$ cat src/rtl/ucaspian_pkg.sv
// Shared opcodes, packet kinds and lengths for the uCaspian host byte-stream path.
package ucaspian_pkg;

  localparam logic [3:0] OPC_ACK  = 4'h1;
  localparam logic [7:0] OPC_FIRE = 8'h20;
  localparam logic [7:0] OPC_TIME = 8'h30;

  localparam logic [1:0] LEN_ACK  = 2'd1;
  localparam logic [1:0] LEN_FIRE = 2'd2;
  localparam logic [1:0] LEN_TIME = 2'd3;

  typedef enum logic [1:0] {
    PKT_NONE = 2'd0,
    PKT_ACK  = 2'd1,
    PKT_FIRE = 2'd2,
    PKT_TIME = 2'd3
  } pkt_kind_t;

endpackage

$ cat src/rtl/ucaspian_tx_packetizer_if.sv
// Source handshakes plus the device-to-host byte channel of the tx packetizer.
interface ucaspian_tx_packetizer_if #(
  parameter int TIME_W = 16
);
  logic              ack_vld;
  logic [3:0]        ack_code;
  logic              ack_rdy;
  logic              fire_vld;
  logic [7:0]        fire_id;
  logic              fire_rdy;
  logic              time_vld;
  logic [TIME_W-1:0] time_val;
  logic              time_rdy;
  logic [7:0]        read_data;
  logic              read_vld;
  logic              read_rdy;

  // Environment side: packet sources and the host consumer.
  modport master (
    output ack_vld, ack_code, fire_vld, fire_id, time_vld, time_val, read_rdy,
    input  ack_rdy, fire_rdy, time_rdy, read_data, read_vld
  );

  // Packetizer side.
  modport slave (
    input  ack_vld, ack_code, fire_vld, fire_id, time_vld, time_val, read_rdy,
    output ack_rdy, fire_rdy, time_rdy, read_data, read_vld
  );
endinterface

$ cat src/rtl/ucaspian_tx_packetizer_arb.sv
// Fixed-priority (ACK > FIRE > TIME) source arbiter, purely combinational.
module ucaspian_tx_arb
  import ucaspian_pkg::*;
(
  input  logic      grant,
  input  logic      ack_vld,
  input  logic      fire_vld,
  input  logic      time_vld,
  output pkt_kind_t kind,
  output logic [2:0] rdy   // {time, fire, ack}
);

  always_comb begin
    kind = PKT_NONE;
    rdy  = 3'b000;
    if (grant) begin
      if (ack_vld) begin
        kind = PKT_ACK;
        rdy  = 3'b001;
      end else if (fire_vld) begin
        kind = PKT_FIRE;
        rdy  = 3'b010;
      end else if (time_vld) begin
        kind = PKT_TIME;
        rdy  = 3'b100;
      end
    end
  end

endmodule

$ cat src/rtl/ucaspian_tx_packetizer.sv
// Frames ack/fire/time events into 1-3 byte packets and streams them to the host.
module ucaspian_tx_packetizer
  import ucaspian_pkg::*;
#(
  parameter int TIME_W = 16,
  parameter int CNT_W  = 32
) (
  input  logic                    sys_clk,
  input  logic                    reset_n,
  ucaspian_tx_packetizer_if.slave bus,
  output logic                    busy,
  output logic [CNT_W-1:0]        tx_bytes
);

  localparam logic [0:0] IDLE = 1'b0;
  localparam logic [0:0] SEND = 1'b1;

  logic [0:0]       state_q;
  logic [23:0]      sreg_q;
  logic [1:0]       rem_q;
  logic [CNT_W-1:0] cnt_q;

  logic              hs, last_byte, grant, accept;
  logic [2:0]        rdy;
  pkt_kind_t         kind;
  logic [23:0]       frame;
  logic [1:0]        frame_len;
  logic [TIME_W-1:0] tval;

  assign tval      = bus.time_val;
  assign hs        = bus.read_vld & bus.read_rdy;
  assign last_byte = (rem_q == 2'd1);
  // Reset gates the grant so no source sees rdy while reset_n is low.
  assign grant     = reset_n & ((state_q == IDLE) | (hs & last_byte));
  assign accept    = (kind != PKT_NONE);

  ucaspian_tx_arb u_arb (
    .grant    (grant),
    .ack_vld  (bus.ack_vld),
    .fire_vld (bus.fire_vld),
    .time_vld (bus.time_vld),
    .kind     (kind),
    .rdy      (rdy)
  );

  assign bus.ack_rdy  = rdy[0];
  assign bus.fire_rdy = rdy[1];
  assign bus.time_rdy = rdy[2];

  // Byte 0 sits in the top byte of the frame; unused tail bytes are zero.
  always_comb begin
    frame     = 24'h0;
    frame_len = 2'd0;
    case (kind)
      PKT_ACK: begin
        frame     = {OPC_ACK, bus.ack_code, 16'h0};
        frame_len = LEN_ACK;
      end
      PKT_FIRE: begin
        frame     = {OPC_FIRE, bus.fire_id, 8'h0};
        frame_len = LEN_FIRE;
      end
      PKT_TIME: begin
        frame     = {OPC_TIME, tval[15:0]};
        frame_len = LEN_TIME;
      end
      default: ;
    endcase
  end

  always_ff @(posedge sys_clk) begin
    if (!reset_n) begin
      state_q <= IDLE;
      sreg_q  <= 24'h0;
      rem_q   <= 2'd0;
      cnt_q   <= '0;
    end else begin
      if (hs) cnt_q <= cnt_q + 1'b1;
      if (accept) begin
        state_q <= SEND;
        sreg_q  <= frame;
        rem_q   <= frame_len;
      end else if (hs) begin
        if (last_byte) begin
          state_q <= IDLE;
          sreg_q  <= 24'h0;
          rem_q   <= 2'd0;
        end else begin
          sreg_q <= {sreg_q[15:0], 8'h0};
          rem_q  <= rem_q - 2'd1;
        end
      end
    end
  end

  assign bus.read_vld  = (state_q == SEND);
  assign bus.read_data = sreg_q[23:16];
  assign busy          = (state_q == SEND);
  assign tx_bytes      = cnt_q;

endmodule
$ cat src/flat_wrapper.sv
// flat-port wrapper written by rule: the top's interface ports become plain ports
module ucaspian_tx_packetizer_flat import ucaspian_pkg::*;
#(
  parameter int TIME_W = 16,
  parameter int CNT_W  = 32
)
  (sys_clk, reset_n, busy, tx_bytes, bus_ack_vld, bus_ack_code, bus_fire_vld, bus_fire_id, bus_time_vld, bus_time_val, bus_read_rdy, bus_ack_rdy, bus_fire_rdy, bus_time_rdy, bus_read_data, bus_read_vld);
  ucaspian_tx_packetizer_if #(.TIME_W(TIME_W)) bus_i ();
  input  logic sys_clk;
  input  logic reset_n;
  output logic busy;
  output logic [CNT_W-1:0] tx_bytes;
  input wire logic [$bits(bus_i.ack_vld)-1:0] bus_ack_vld;
  input wire logic [$bits(bus_i.ack_code)-1:0] bus_ack_code;
  input wire logic [$bits(bus_i.fire_vld)-1:0] bus_fire_vld;
  input wire logic [$bits(bus_i.fire_id)-1:0] bus_fire_id;
  input wire logic [$bits(bus_i.time_vld)-1:0] bus_time_vld;
  input wire logic [$bits(bus_i.time_val)-1:0] bus_time_val;
  input wire logic [$bits(bus_i.read_rdy)-1:0] bus_read_rdy;
  output wire logic [$bits(bus_i.ack_rdy)-1:0] bus_ack_rdy;
  output wire logic [$bits(bus_i.fire_rdy)-1:0] bus_fire_rdy;
  output wire logic [$bits(bus_i.time_rdy)-1:0] bus_time_rdy;
  output wire logic [$bits(bus_i.read_data)-1:0] bus_read_data;
  output wire logic [$bits(bus_i.read_vld)-1:0] bus_read_vld;
  assign bus_i.ack_vld = bus_ack_vld;
  assign bus_i.ack_code = bus_ack_code;
  assign bus_i.fire_vld = bus_fire_vld;
  assign bus_i.fire_id = bus_fire_id;
  assign bus_i.time_vld = bus_time_vld;
  assign bus_i.time_val = bus_time_val;
  assign bus_i.read_rdy = bus_read_rdy;
  assign bus_ack_rdy = bus_i.ack_rdy;
  assign bus_fire_rdy = bus_i.fire_rdy;
  assign bus_time_rdy = bus_i.time_rdy;
  assign bus_read_data = bus_i.read_data;
  assign bus_read_vld = bus_i.read_vld;
  ucaspian_tx_packetizer #(.TIME_W(TIME_W), .CNT_W(CNT_W)) u_core (.sys_clk(sys_clk), .reset_n(reset_n), .bus(bus_i), .busy(busy), .tx_bytes(tx_bytes));
endmodule
$ cat config.mk
export PLATFORM = sky130hd
export DESIGN_NAME = ucaspian_tx_packetizer_flat
export DESIGN_NICKNAME = d
export VERILOG_FILES = /design/src/rtl/ucaspian_pkg.sv /design/src/rtl/ucaspian_tx_packetizer_if.sv /design/src/rtl/ucaspian_tx_packetizer_arb.sv /design/src/rtl/ucaspian_tx_packetizer.sv /design/src/flat_wrapper.sv
export SDC_FILE = /design/constraint.sdc
export NUM_CORES = 1
export LEC_CHECK = 0
export ABC_CLOCK_PERIOD_IN_PS = 4600
export BUFFER_PORTS_ARGS = -buffer_cell sky130_fd_sc_hd__clkbuf_2
export CORE_MARGIN = 3
export CORE_UTILIZATION = 39
export CTS_BUF_LIST = sky130_fd_sc_hd__clkbuf_8
export DETAILED_ROUTE_END_ITERATION = 16
export SLEW_MARGIN = 10
export SYNTH_ARGS = -nofsm -noshare
export SYNTH_HDL_FRONTEND = slang
export SYNTH_SLANG_ARGS = --single-unit
$ cat constraint.sdc
create_clock -name sys_clk -period 4.6 [get_ports sys_clk]
set_input_delay 0.46 -clock sys_clk [delete_from_list [all_inputs] [get_ports sys_clk]]
set_output_delay 0.46 -clock sys_clk [all_outputs]
set_load 0.03 [all_outputs]
==> flow_summary.ini <==
[sta]
period_share = 0.6114
final.min_clock_period_ns = 2.812
fin_skew_ns = 0.008449
setup_viol = 0
setup-tns-final_ns = 0
hold_ws_ns = 0.3812
grt_setup_unrepaired = no
fmax_mhz = 355.6
tightest_slew_ns = 1.104
slew_headroom = 0.2616
slew_viol_final = 0
hold_violations = 0

[drt]
drc = 0
ant_nets = 0
dr_total_vias = 2534
wl_per_cell_um = 13.64
viasPerCell = 5.357
first_pass_iters = 4
drtIter0Drc = 95
wl_um = 6453

[clock_network]
cts_root_buf = clkbuf_8
post_cts_buffers = 0
clkTransAtPathRegs_ns = 0.07
cts-htree-levels = 3
cts_hold_buf = 0
clk_path_buf_depth = 2
clk_latency_ns = 0.33
cts_buffers = 9
cts.sinks = 59
cts_tree = done
cts_resized = 0

[critical_path]
arrival_ns = 2.35
r2r_cells = 4
worst_setup_path_start_kind = primary input
r2r-start = u_core.bus.read_vld$_SDFFE_PN0P_
cp_max_fo = 12
worstPathRequired_ns = 4.14
path_class = in2out
r2r-end = u_core.tx_bytes[21]$_SDFFE_PN0P_
endpoint_kind = output pin
reg2reg_slack_ns = 2.25

[yosys]
ys_ff_latch = 59
synthFlopType = dfxtp_1
syn_inst = 315
synth_warnings = 0
syn_area_um2 = 2741
avgSynthCellArea_um2 = 8.703
seq_area_frac_synth = 0.4309
synth_nets = 351
yosys.area_share.adder = 0.009128
synth_edf_count = 0
synth_xor_area_frac = 0.02875
ys_types = 41
yosys.area_share.simple = 0.2277
synthMuxAreaShare = 0.003651
synth_top_family_by_area = compound AO/OA/AOI/OAI gates
synth_compound_area_frac = 0.2319
synthArstFlopShare = 0

[finish]
synthToLayoutAreaGrowth_pct = 19.17
seqCellArea_um2 = 1181
num-nets-final = 412
antennaDiodeCount = 0
layout_commonest_cell = clkbuf_2
final_cell_mix = clkbuf_2 (78), dfxtp_1 (59), a21oi_1 (32)
drive_above_1_share = 0.2632
multi_input_area_um2 = 1374
fin_area_um2 = 3267
nFillCells = 626

[power_and_ir_drop]
ir_worst_vdd_mv = 0.1742
p_leak_nw = 1.274
p_per_area_nw_per_um2 = 322.8

[grt]
grt_max_degree = 55
grt_pass1_vias = 2340
grt_pass1_wl_um = 11220
overflow = 0
grt_usage = 0.1660
grt_antenna_before_repair = 0

[die]
fp.dieH_um = 89.84
initial_core_util = 0.4174
die_x_um = 89.84
rows = 29
coreArea_um2 = 6568
dieArea_um2 = 8071
boundaryPins = 79

[place]
dpl_cell_area_um2 = 3088
hpwl_um = 4492
io_buffers = 78
place_congestion = 0.7849

[flow_run]
drv_cap = 0

[min_path]
whs_path_depth = 3
min_to = u_core.sreg_q[3]$_SDFFE_PN0P_
min_path_type = in2reg
worstHoldStart = bus_time_val[3]

[status]
status = complete, no violations
cell type report:
type / instances / share of cell area
Sequential cell: 59 / 0.3615
Clock inverter: 3 / 0.004213
Tap cell: 93 / 0.03562
Clock buffer: 12 / 0.05056
Inverter: 7 / 0.008043
Multi-Input combinational cell: 221 / 0.4205
Timing Repair Buffer: 78 / 0.1195
per-stage QoR:
stage            util  cells  power, mW  worst slack [ns]
2_1_floorplan       -    315     0.6139             2.457
3_3_place_gp   0.4702    458     0.6418             1.861
3_5_place_dp   0.4702    458     0.6424             1.780
4_1_cts        0.4974    473      1.070             1.788
5_1_grt        0.4974    473      1.102             1.618
6_report       0.4974    473      1.055             1.788
synth_stat cells (2+ instances only):
library cell / count / area [um2]
nand2_1: 23 / 86.33
nand3_1: 10 / 50.05
or4_1: 12 / 90.09
buf_1: 2 / 7.510
inv_1: 6 / 22.52
xor2_1: 7 / 61.31
a221oi_1: 5 / 43.79
dfxtp_1: 59 / 1181
nor2_1: 26 / 97.59
buf_2: 8 / 40.04
and4_1: 6 / 52.55
a31oi_1: 3 / 18.77
buf_4: 10 / 75.07
o21ai_0: 16 / 80.08
a22oi_1: 18 / 135.1
nand2b_1: 2 / 12.51
ha_1: 2 / 25.02
a22o_1: 8 / 70.07
or3_1: 10 / 62.56
and3_1: 2 / 12.51
xnor2_1: 2 / 17.52
o31ai_1: 12 / 90.09
clkbuf_1: 7 / 26.28
a21oi_1: 32 / 160.2
and2_1: 5 / 31.28
nand4_1: 7 / 43.79
critical path: stages:
cell and delay (ns):
clkbuf_2 0.17, nor2b_1 0.56, nor4b_2 0.82, clkbuf_2 0.34
logic make-up after synthesis:
| group | after synthesis |
|---|---|
| and+or+nand+nor | 111 |
| xor gates and xnor gates | 9 |
| DFF | 59 |
| AOI/OAI and AO/OA | 98 |
| adders and majority gates | 2 |
| muxes | 1 |
| buffers and inverters | 35 |
flip-flops by register name, indices dropped and copies added (netlist names):
name	cells
u_core.bus.read_vld	1
u_core.rem_q	2
u_core.sreg_q	24
u_core.tx_bytes	32
where the power goes:
| part | switching [mW] | total, mW | internal, mW |
|---|---|---|---|
| Clock | 0.191 | 0.424 | 0.233 |
| Combinational | 0.0650 | 0.101 | 0.0359 |
| Sequential | 0.00748 | 0.530 | 0.522 |
routing by layer:
layer  track usage  vias up  wire (um)
met1        0.2062     1166       3026
met4       0.04598        0         59
met5             0        -          0
li1              -     1291          -
met3       0.06010        8        373
met2        0.2719       69       2994
worst max path at each step:
| stage | end | slack, ns | start | depth (start not counted) |
|---|---|---|---|---|
| 6_report | bus_time_rdy | 1.79 | bus_fire_vld | 4 |
| 3_5_place_dp | bus_time_rdy | 1.78 | bus_fire_vld | 4 |
| 4_1_cts | bus_time_rdy | 1.79 | bus_fire_vld | 4 |
| 2_1_floorplan | bus_ack_rdy | 2.46 | u_core.rem_q[1]$_SDFFE_PN0P_ | 4 |
| 3_3_place_gp | bus_time_rdy | 1.86 | reset_n | 4 |
| 5_1_grt | bus_time_rdy | 1.62 | bus_fire_vld | 4 |
(Power assumes the default switching activity.)
